`config.mk`:
```
export PLATFORM = sky130hd
export DESIGN_NAME = ball_track_ctrl
export DESIGN_NICKNAME = d
export VERILOG_FILES = /design/src/rtl/ball_track_ctrl.sv
export SDC_FILE = /design/constraint.sdc
export NUM_CORES = 1
export LEC_CHECK = 0
export ABC_AREA = 1
export CORE_ASPECT_RATIO = 1.25
export CORE_UTILIZATION = 40
export CTS_BUF_LIST = sky130_fd_sc_hd__clkbuf_4 sky130_fd_sc_hd__clkbuf_8 sky130_fd_sc_hd__clkbuf_16
export DETAILED_ROUTE_END_ITERATION = 7
export GPL_ROUTABILITY_DRIVEN = 0
export PLACE_DENSITY = 0.59
export SYNTH_ARGS = -nofsm -noshare
export SYNTH_HDL_FRONTEND = slang
export SYNTH_SLANG_ARGS = --single-unit
```
`constraint.sdc`:
```
create_clock -name CLK -period 2.6 [get_ports CLK]
set_clock_uncertainty 0.15 [all_clocks]
set_input_delay 0.39 -clock CLK [delete_from_list [all_inputs] [get_ports CLK]]
set_output_delay 0.39 -clock CLK [all_outputs]
set_load 0.02 [all_outputs]
```
`src/rtl/ball_track_ctrl.sv`:
```
// Frame-rate ball track qualifier: samples the detector hotbox once per frame,
// runs SEARCH/CONFIRM/TRACK/COAST and owns the debounced overlay enable.
module ball_track_ctrl #(
  parameter int V_END_LINE      = 515,
  parameter int MAX_JUMP        = 4,
  parameter int CONFIRM_FRAMES  = 3,
  parameter int LOST_FRAMES     = 8,
  parameter int DEBOUNCE_CYCLES = 500000,
  parameter bit OVERLAY_DEFAULT = 1'b0
) (
  input  logic        CLK,
  input  logic        RST,
  input  logic [12:0] VGA_V_CNT,
  input  logic [12:0] VGA_H_CNT,
  input  logic [5:0]  BALL_X,
  input  logic [5:0]  BALL_Y,
  input  logic        KEY_N,
  output logic        DET_ENABLE,
  output logic        FRAME_TICK,
  output logic [5:0]  TRACK_X,
  output logic [5:0]  TRACK_Y,
  output logic        TRACK_VALID,
  output logic [6:0]  VEL_X,
  output logic [6:0]  VEL_Y,
  output logic        LOST,
  output logic [1:0]  STATE
);

  typedef enum logic [1:0] {
    S_SEARCH  = 2'd0,
    S_CONFIRM = 2'd1,
    S_TRACK   = 2'd2,
    S_COAST   = 2'd3
  } state_e;

  localparam logic [12:0] V_END  = 13'(V_END_LINE);
  localparam logic [6:0]  JMP1   = 7'(MAX_JUMP);
  localparam logic [6:0]  JMP2   = 7'(2 * MAX_JUMP);
  localparam logic [3:0]  CONF_N = 4'(CONFIRM_FRAMES);
  localparam logic [4:0]  LOST_N = 5'(LOST_FRAMES);
  localparam logic [19:0] DB_MAX = 20'(DEBOUNCE_CYCLES - 1);

  logic unused_h;
  assign unused_h = ^VGA_H_CNT;

  // frame boundary detect
  logic eq_q, eq_d, eq_prev_q, eq_prev_d, tick;

  // button path
  logic        sync1_q, sync1_d, sync2_q, sync2_d;
  logic        key_q, key_d, press;
  logic [19:0] deb_cnt_q, deb_cnt_d;
  logic        pending_q, pending_d;

  // tracker state
  state_e      state_q, state_d;
  logic [5:0]  cand_x_q, cand_x_d, cand_y_q, cand_y_d;
  logic [3:0]  cnt_q, cnt_d, cnt_inc;
  logic [4:0]  miss_cnt_q, miss_cnt_d, miss_inc;
  logic [5:0]  track_x_q, track_x_d, track_y_q, track_y_d;
  logic [6:0]  vel_x_q, vel_x_d, vel_y_q, vel_y_d;
  logic        valid_q, valid_d, lost_q, lost_d, tick_q, tick_d;
  logic        det_en_q, det_en_d;
  logic        miss;

  function automatic logic near(input logic [5:0] ax, input logic [5:0] ay,
                                input logic [5:0] bx, input logic [5:0] by,
                                input logic [6:0] d);
    logic [6:0] dx, dy;
    dx = (ax >= bx) ? ({1'b0, ax} - {1'b0, bx}) : ({1'b0, bx} - {1'b0, ax});
    dy = (ay >= by) ? ({1'b0, ay} - {1'b0, by}) : ({1'b0, by} - {1'b0, ay});
    return (dx <= d) && (dy <= d);
  endfunction

  assign tick = eq_q & ~eq_prev_q;
  assign miss = ((BALL_X == 6'd0) && (BALL_Y == 6'd0)) || (BALL_X > 6'd39) || (BALL_Y > 6'd29);
  assign cnt_inc  = cnt_q + 4'd1;
  assign miss_inc = miss_cnt_q + 5'd1;

  // Counter restarts whenever the synchronised level returns to the accepted
  // one, so any bounce reloads it.
  always_comb begin
    eq_d      = (VGA_V_CNT == V_END);
    eq_prev_d = eq_q;
    sync1_d   = KEY_N;
    sync2_d   = sync1_q;
    key_d     = key_q;
    deb_cnt_d = '0;
    press     = 1'b0;
    if (sync2_q != key_q) begin
      if (deb_cnt_q == DB_MAX) begin
        key_d = sync2_q;
        press = ~sync2_q;
      end else begin
        deb_cnt_d = deb_cnt_q + 20'd1;
      end
    end
  end

  always_comb begin
    state_d    = state_q;
    cand_x_d   = cand_x_q;
    cand_y_d   = cand_y_q;
    cnt_d      = cnt_q;
    miss_cnt_d = miss_cnt_q;
    track_x_d  = track_x_q;
    track_y_d  = track_y_q;
    vel_x_d    = vel_x_q;
    vel_y_d    = vel_y_q;
    valid_d    = valid_q;
    lost_d     = 1'b0;
    tick_d     = 1'b0;
    det_en_d   = det_en_q;
    pending_d  = pending_q ^ press;
    if (tick) begin
      tick_d    = 1'b1;
      det_en_d  = det_en_q ^ pending_q;
      // a press landing on the tick edge is held for the next frame
      pending_d = press;
      unique case (state_q)
        S_SEARCH: begin
          if (!miss) begin
            cand_x_d = BALL_X;
            cand_y_d = BALL_Y;
            cnt_d    = 4'd1;
            state_d  = S_CONFIRM;
          end
        end
        S_CONFIRM: begin
          if (miss) begin
            state_d = S_SEARCH;
          end else if (near(BALL_X, BALL_Y, cand_x_q, cand_y_q, JMP1)) begin
            cnt_d    = cnt_inc;
            cand_x_d = BALL_X;
            cand_y_d = BALL_Y;
            if (cnt_inc == CONF_N) begin
              state_d    = S_TRACK;
              track_x_d  = BALL_X;
              track_y_d  = BALL_Y;
              vel_x_d    = {1'b0, BALL_X} - {1'b0, cand_x_q};
              vel_y_d    = {1'b0, BALL_Y} - {1'b0, cand_y_q};
              valid_d    = 1'b1;
              miss_cnt_d = '0;
            end
          end else begin
            cand_x_d = BALL_X;
            cand_y_d = BALL_Y;
            cnt_d    = 4'd1;
          end
        end
        S_TRACK: begin
          if (!miss && near(BALL_X, BALL_Y, track_x_q, track_y_q, JMP1)) begin
            vel_x_d   = {1'b0, BALL_X} - {1'b0, track_x_q};
            vel_y_d   = {1'b0, BALL_Y} - {1'b0, track_y_q};
            track_x_d = BALL_X;
            track_y_d = BALL_Y;
          end else begin
            state_d    = S_COAST;
            miss_cnt_d = 5'd1;
          end
        end
        S_COAST: begin
          // reacquire window is twice the tracking window
          if (!miss && near(BALL_X, BALL_Y, track_x_q, track_y_q, JMP2)) begin
            state_d    = S_TRACK;
            vel_x_d    = {1'b0, BALL_X} - {1'b0, track_x_q};
            vel_y_d    = {1'b0, BALL_Y} - {1'b0, track_y_q};
            track_x_d  = BALL_X;
            track_y_d  = BALL_Y;
            miss_cnt_d = '0;
          end else if (miss_inc >= LOST_N) begin
            state_d    = S_SEARCH;
            valid_d    = 1'b0;
            track_x_d  = '0;
            track_y_d  = '0;
            vel_x_d    = '0;
            vel_y_d    = '0;
            miss_cnt_d = '0;
            lost_d     = 1'b1;
          end else begin
            miss_cnt_d = miss_inc;
          end
        end
        default: state_d = S_SEARCH;
      endcase
    end
  end

  always_ff @(posedge CLK) begin
    if (RST) begin
      eq_q       <= 1'b0;
      eq_prev_q  <= 1'b0;
      sync1_q    <= 1'b1;
      sync2_q    <= 1'b1;
      key_q      <= 1'b1;
      deb_cnt_q  <= '0;
      pending_q  <= 1'b0;
      state_q    <= S_SEARCH;
      cand_x_q   <= '0;
      cand_y_q   <= '0;
      cnt_q      <= '0;
      miss_cnt_q <= '0;
      track_x_q  <= '0;
      track_y_q  <= '0;
      vel_x_q    <= '0;
      vel_y_q    <= '0;
      valid_q    <= 1'b0;
      lost_q     <= 1'b0;
      tick_q     <= 1'b0;
      det_en_q   <= OVERLAY_DEFAULT;
    end else begin
      eq_q       <= eq_d;
      eq_prev_q  <= eq_prev_d;
      sync1_q    <= sync1_d;
      sync2_q    <= sync2_d;
      key_q      <= key_d;
      deb_cnt_q  <= deb_cnt_d;
      pending_q  <= pending_d;
      state_q    <= state_d;
      cand_x_q   <= cand_x_d;
      cand_y_q   <= cand_y_d;
      cnt_q      <= cnt_d;
      miss_cnt_q <= miss_cnt_d;
      track_x_q  <= track_x_d;
      track_y_q  <= track_y_d;
      vel_x_q    <= vel_x_d;
      vel_y_q    <= vel_y_d;
      valid_q    <= valid_d;
      lost_q     <= lost_d;
      tick_q     <= tick_d;
      det_en_q   <= det_en_d;
    end
  end

  assign DET_ENABLE  = det_en_q;
  assign FRAME_TICK  = tick_q;
  assign TRACK_X     = track_x_q;
  assign TRACK_Y     = track_y_q;
  assign TRACK_VALID = valid_q;
  assign VEL_X       = vel_x_q;
  assign VEL_Y       = vel_y_q;
  assign LOST        = lost_q;
  assign STATE       = state_q;

endmodule

```
# After elaboration in Yosys (flattened, before gate mapping)

Cells that the tools add are included.

$add $sub $neg: 11
Order comparisons: 13
Eq/ne operators: 18
Mux-type cells: 60
Bitwise operators: 9
Reductions and logical operators: 25

Operators by type and width:

| kind                  | number |
|---|---|
| $mux 7                | 15 |
| $mux 6                | 11 |
| $sub 6x6->7           | 8 |
| $pmux 7 s3            | 2 |
| $pmux 6 s3            | 2 |
| $mux 5                | 6 |
| $le 7x3->1 const B    | 4 |
| $ge 6x6->1            | 4 |
| $add 20x1->20 const B | 1 |
| $eq 20x19->1 const B  | 1 |
| $ne 2x2->1 const B    | 8 |
| $pmux 5 s3            | 1 |
| $le 7x4->1 const B    | 2 |
| $mux 2                | 7 |
| $reduce_and 7->1      | 2 |
| $eq 13x10->1 const B  | 1 |
| $logic_not 6->1       | 2 |
| $mux 4                | 3 |
| $reduce_and 6->1      | 2 |
| $mux 1                | 10 |
| $ne 3x3->1 const B    | 3 |
| $pmux 2 s4            | 1 |
| $pmux 4 s2            | 1 |
| $gt 6x5->1 const B    | 1 |
| other kinds (24)      | 38 |

Register bits after elaboration: 79
Input bits: 41
Output and inout bits: 32
Word-level logic and storage cells: 156

# Longest topological paths before layout

Depth after elaboration: 8
Depth in mapped cells: 22

# Worst setup path before layout

Ideal clock, no wire load.

Kind: register -> register
From: register track_x_q[0], in the netlist TRACK_X[0]
To: register track_y_q[0], in the netlist TRACK_Y[0]
Arrival: 2.405 ns
Data required time: 2.318 ns
Path slack: -0.087 ns
Stages on the path, launching flop included: 21
Clock period less this slack: 2.687 ns
Cells stage by stage: dfxtp_1 > ha_1 > inv_1 > fa_1 > nand2_1 > inv_1 > nand2_1 > nand2_1 > nand2_1 > nand2_1 > nor2_1 > nand2_1 > nand2_1 > nand3_2 > nor2_4 > nand2_2 > nand3_2 > nand2_4 > buf_4 > nand2_1 > a21oi_1

Cells in the longest elaborated chain, start to end: 7
Elaborated cells on any way between the ends: 15
Those cells by class: 2 x add/sub; 3 x order compare; 2 x eq/ne; 3 x mux; 5 x reduce/logical

Ends and longest elaborated chain:

| item                                                     | line     | text |
|---|---|---|
| start, declared                                          | 60       | `logic [5:0] track_x_q, track_x_d, track_y_q, track_y_d;` |
| start signal, assigned                                   | 224      | `track_x_q <= track_x_d;` |
| $sub 6x6->7 or $ge 6x6->1 (tied branches)                | 70       | `dx = (ax >= bx) ? ({1'b0, ax} - {1'b0, bx}) : ({1'b0, bx} - {1'b0, ax});` |
| $mux 7 (*)                                               | 70       |  |
| $le 7x4->1 or $le 7x3->1 (tied branches)                 | 72       | `return (dx <= d) && (dy <= d);` |
| $logic_and 1x1->1                                        | 72       |  |
| $logic_and 1x1->1, on equally long branches              | 164, 152 |  |
| $ne 3x3->1 (no line) (tied with other cells)             | --       |  |
| $reduce_and 7->1 (no line) or $pmux 6 s3 (tied branches) | --       |  |
| end signal, assigned                                     | 225      | `track_y_q <= track_y_d;` |
| end, declared                                            | 60       |  |

Mark *: on every way between the ends. The rest lies on a longest branch, timed or not.
A chain may end at the register's enable or synchronous reset.

# Worst setup path after layout

From: register cand_y_q[0]
To: register vel_x_q[1], in the netlist VEL_X[1]

Cells in the longest elaborated chain, start to end: 6
Elaborated cells on any way between the ends: 8
Those cells by class: 2 x add/sub; 2 x order compare; 1 x eq/ne; 1 x mux; 2 x reduce/logical

Ends and longest elaborated chain:

| item                                      | line | text |
|---|---|---|
| start, declared                           | 57   | `logic [5:0] cand_x_q, cand_x_d, cand_y_q, cand_y_d;` |
| start signal, assigned                    | 221  | `cand_y_q <= cand_y_d;` |
| $sub 6x6->7 or $ge 6x6->1 (tied branches) | 71   | `dy = (ay >= by) ? ({1'b0, ay} - {1'b0, by}) : ({1'b0, by} - {1'b0, ay});` |
| $mux 7 (*)                                | 71   |  |
| $le 7x3->1 (*)                            | 72   |  |
| $logic_and 1x1->1 (*)                     | 72   |  |
| $ne 2x2->1 (no line) (*)                  | --   |  |
| $reduce_and 7->1 (no line) (*)            | --   |  |
| end signal, assigned                      | 226  | `vel_x_q <= vel_x_d;` |
| end, declared                             | 61   | `logic [6:0] vel_x_q, vel_x_d, vel_y_q, vel_y_d;` |

Marked as above.

==> results by group <==
Yosys
  • Yosys Warn Count: 0
  • Synth area leaders: dfxtp_1 25%, nand2_1 17%, ha_1 11%
  • Top cell type's share of synthesized area: 25.2%
  • Mapped Nets: about 1100
  • Synth unique cells: 41
  • Synth Register Bits: 79
  • Synth Area per Inst: 6.23 um^2
  • Sequential fraction of the synthesis area: 25.2%
  • Mapped Area: 0.00629 mm^2
  • Yosys top cell by area: dfxtp_1
  • Mapped Cells: around 1000

Timing
  • Final period util: 109%
  • Slew Limit Fails: 0
  • Hold Fails Final Rpt: 0
  • Final setup vio count: 33
  • RSZ-0062 raised after global routing: yes
  • Tightest Pin Transition: 514 ps
  • Final WS setup: -222 ps
  • Maximum clock frequency: roughly 350 MHz
  • Max-slew headroom: approximately two thirds
  • Final Critical Period: 2820 ps

Clock network
  • CTS Sinks: 79
  • CTS tree: done
  • CTS root buffer: clkbuf_16
  • TritonCTS buffer count: 9
  • Clk_lat worst skew: 350 ps
  • Longest Clk Path Bufs: 2
  • H-tree depth: 3
  • Worst-path clk slew: 70 ps

GRT
  • Tot GR Track Use: 24.0%
  • Largest net degree at the start of global routing: 34
  • First-pass GRT wire length: 30.7 mm
  • Vias in the first global route: 6614
  • GRT overflow: 0
  • Antenna violations before repair: 0

Cells and area
  • Diode count: 0
  • Share of cells above drive strength 1: 27.9%
  • Fin cells: 1440
  • Area Overhead vs Synth: 46.4%
  • Final instance area: 0.00920 mm^2
  • Nets: 1330

Pwr
  • Pleak: approximately 4.3 nW
  • VDD IR max: ~0.35 mV
  • P per Cell Area: 343 mW/mm^2

Routing
  • Number of remaining DRC errors: 0
  • Vias per inst: 4.82
  • TritonRoute pass-1 iters: 5
  • Via count: 6935
  • Initial DRC Count: 315
  • DR WL/cell: 13.1 um
  • Routed Antenna Nets: 0
  • DRT Wirelength: 18.8 mm

Run status
  • Status: finished, violations left
  • Failing checks: negative setup slack

Job
  • Max-cap check violation count: 0

Worst setup path
  • CP Cell Sequence: inv_2, ha_4, fa_1, nand2_1, o21ai_1, nand2_1, nand2_1, nand2_1, nor2_1, nand3_1, nand2_2, nand2_2, o21ai_2, nand2_2, nor2_4, nand2_4, clkbuf_16, nand2_1, nand2_1, nor2_1
  • Delay-heaviest family, CP: simple AND/OR/NAND/NOR gates
  • CP peak stage delay: around 480 ps
  • Required time worst endpoint: 2730 ps
  • CP most frequent cell: nand2_1
  • Critical path arrival: 2960 ps
  • Peak fanout along the critical path: 7
  • Nature of the critical path endpoint: flip-flop
  • Startpoint type of the worst setup path: flip-flop
  • Slowest CP cell: fa_1
  • WS Path Type: flip-flop to flip-flop
  • CP Buf/Inv Count: 2

Placed design
  • Placed wire-length estimate: 14.3 mm
  • Placed insts: 1402
  • Pre-CTS setup slack: -868 ps
  • Port-buffer cells: 59
  • Placement Cell Area: 0.00820 mm^2

Floorplan
  • Core area: 0.0151 mm^2
  • I/O pins: 73
  • # rows: 50
  • Die Height: 142 um
  • DIE AREA: 0.0162 mm^2
  • Starting Density: approximately two fifths
  • Die width: 114 um

Worst hold path
  • Hold Crit Class: input port to flip-flop
## worst min-delay path, stage by stage
cell and delay, ps:
dlymetal6s2s_1 110, inv_2 100, a21oi_1 120
## placed cells by master, fill, tap and decap left out, types with 5 or more instances in the layout
cell             count
a21oi_1             54
clkbuf_16           10
inv_1              133
dfxtp_2              5
nand3_1             80
nor3_1               9
clkdlybuf4s50_1     48
dlygate4sd2_1        6
nor2_2              17
nand4_1             29
nor3b_1              5
xnor2_1              5
o21ai_0             18
nand2_2             29
a21oi_2             12
nand2_1            258
nand2_4              6
nand3_2              8
or2_2                9
ha_4                17
buf_6                5
inv_2               20
nor2_1              97
buf_4              169
nor2_4              10
ha_1                36
xor2_1               7
dfxtp_1             73
## what timing repair did
action / in CTS / in global routing
setup buffers: 16 / 9
gates resized for setup: 96 / 66
cloned: 1 / 1
setup endpoints to repair: 50 / 50
pin swaps: 33 / 47
hold buffers: 0 / 0
## sequential cells by signal, summed over array words and instances (netlist names)
signal / count
eq_prev_d: 1
sync2_q: 1
pending_q: 1
miss_cnt_q: 5
cand_y_q: 6
FRAME_TICK: 1
TRACK_X: 6
cand_x_q: 6
STATE: 2
VEL_X: 7
deb_cnt_q: 20
key_q: 1
DET_ENABLE: 1
TRACK_VALID: 1
TRACK_Y: 6
cnt_q: 4
LOST: 1
VEL_Y: 7
sync1_q: 1
eq_prev_q: 1
## path summary, 6_finish.rpt
check / startpoint / to / slack [ps] / depth (start not counted)
setup / recovery: cand_y_q[0]$_SDFFE_PP0P_ / VEL_X[1]$_SDFFE_PP0P_ / -220 / 20
hold / removal: BALL_X[2] / cand_x_q[2]$_SDFFE_PP0P_ / 260 / 3
setup reg to reg: cand_y_q[0]$_SDFFE_PP0P_ / VEL_X[1]$_SDFFE_PP0P_ / -220 / 20
hold reg to reg: sync1_q$_SDFF_PP1_ / sync2_q$_SDFF_PP1_ / 260 / 1
## through the flow
stage | setup TNS [ps] | power, mW | utilization, % | hold WS (ps)
2_1_floorplan | 0 | 1.54 | - | 239
3_3_place_gp | -33680 | 1.82 | 54.1 | 244
3_5_place_dp | -35290 | 1.83 | 54.1 | 247
4_1_cts | -6450 | 3.15 | 59.0 | 263
5_1_grt | -11990 | 3.29 | 60.8 | 275
6_report | -5620 | 3.15 | 60.8 | 262
## where the power goes
part / leakage [nW] / switching [mW] / internal [mW]
Sequential: 0.640 / 0.00115 / 1.21
Clock: 0.133 / 0.604 / 0.668
Combinational: 3.50 / 0.354 / 0.316
## Yosys cell counts, drive strengths merged
| cell | count |
|---|---|
| a211oi | 1 |
| a21boi | 1 |
| a21oi | 67 |
| a31oi | 2 |
| buf | 17 |
| clkbuf | 14 |
| clkinv | 1 |
| dfxtp | 79 |
| fa | 7 |
| ha | 55 |
| inv | 153 |
| mux2i | 1 |
| nand2 | 293 |
| nand3 | 89 |
| nand3b | 4 |
| nand4 | 29 |
| nor2 | 124 |
| nor3 | 9 |
| nor3b | 5 |
| nor4 | 5 |
| nor4b | 1 |
| o21a | 2 |
| o21ai | 25 |
| o21bai | 2 |
| o31ai | 1 |
| or2 | 10 |
| xnor2 | 5 |
| xor2 | 8 |
## metal layers
| metal | global-route usage [%] | wire, um |
|---|---|---|
| met5 | 0 | 0 |
| met4 | 11.3 | 563 |
| met3 | 2.68 | 644 |
| met2 | 42.2 | 9270 |
| met1 | 29.0 | 8350 |
## cell type report
type / count / area [um^2]
fillers: 1497 / 5940
clock inverters: 7 / 62.6
clock buffers: 9 / 225
well taps: 208 / 260
multi-input cells: 746 / 4490
flip-flops and latches: 79 / 1590
inverters: 154 / 578
repair buffers: 237 / 2000
## cell families (layout without fill, tap and decap cells)
kind of cell / Yosys count / in the layout / share of synthesized area, %
flops: 79 / 79 / 25.2
xor+xnor: 13 / 13 / 1.81
mux: 1 / 1 / 0.159
simple gates: 569 / 569 / 39.1
compound gates: 101 / 101 / 8.66
buf+inv: 185 / 407 / 11.9
fa+ha+maj: 62 / 62 / 13.2
Note: power is estimated with default switching activity, not from simulation.
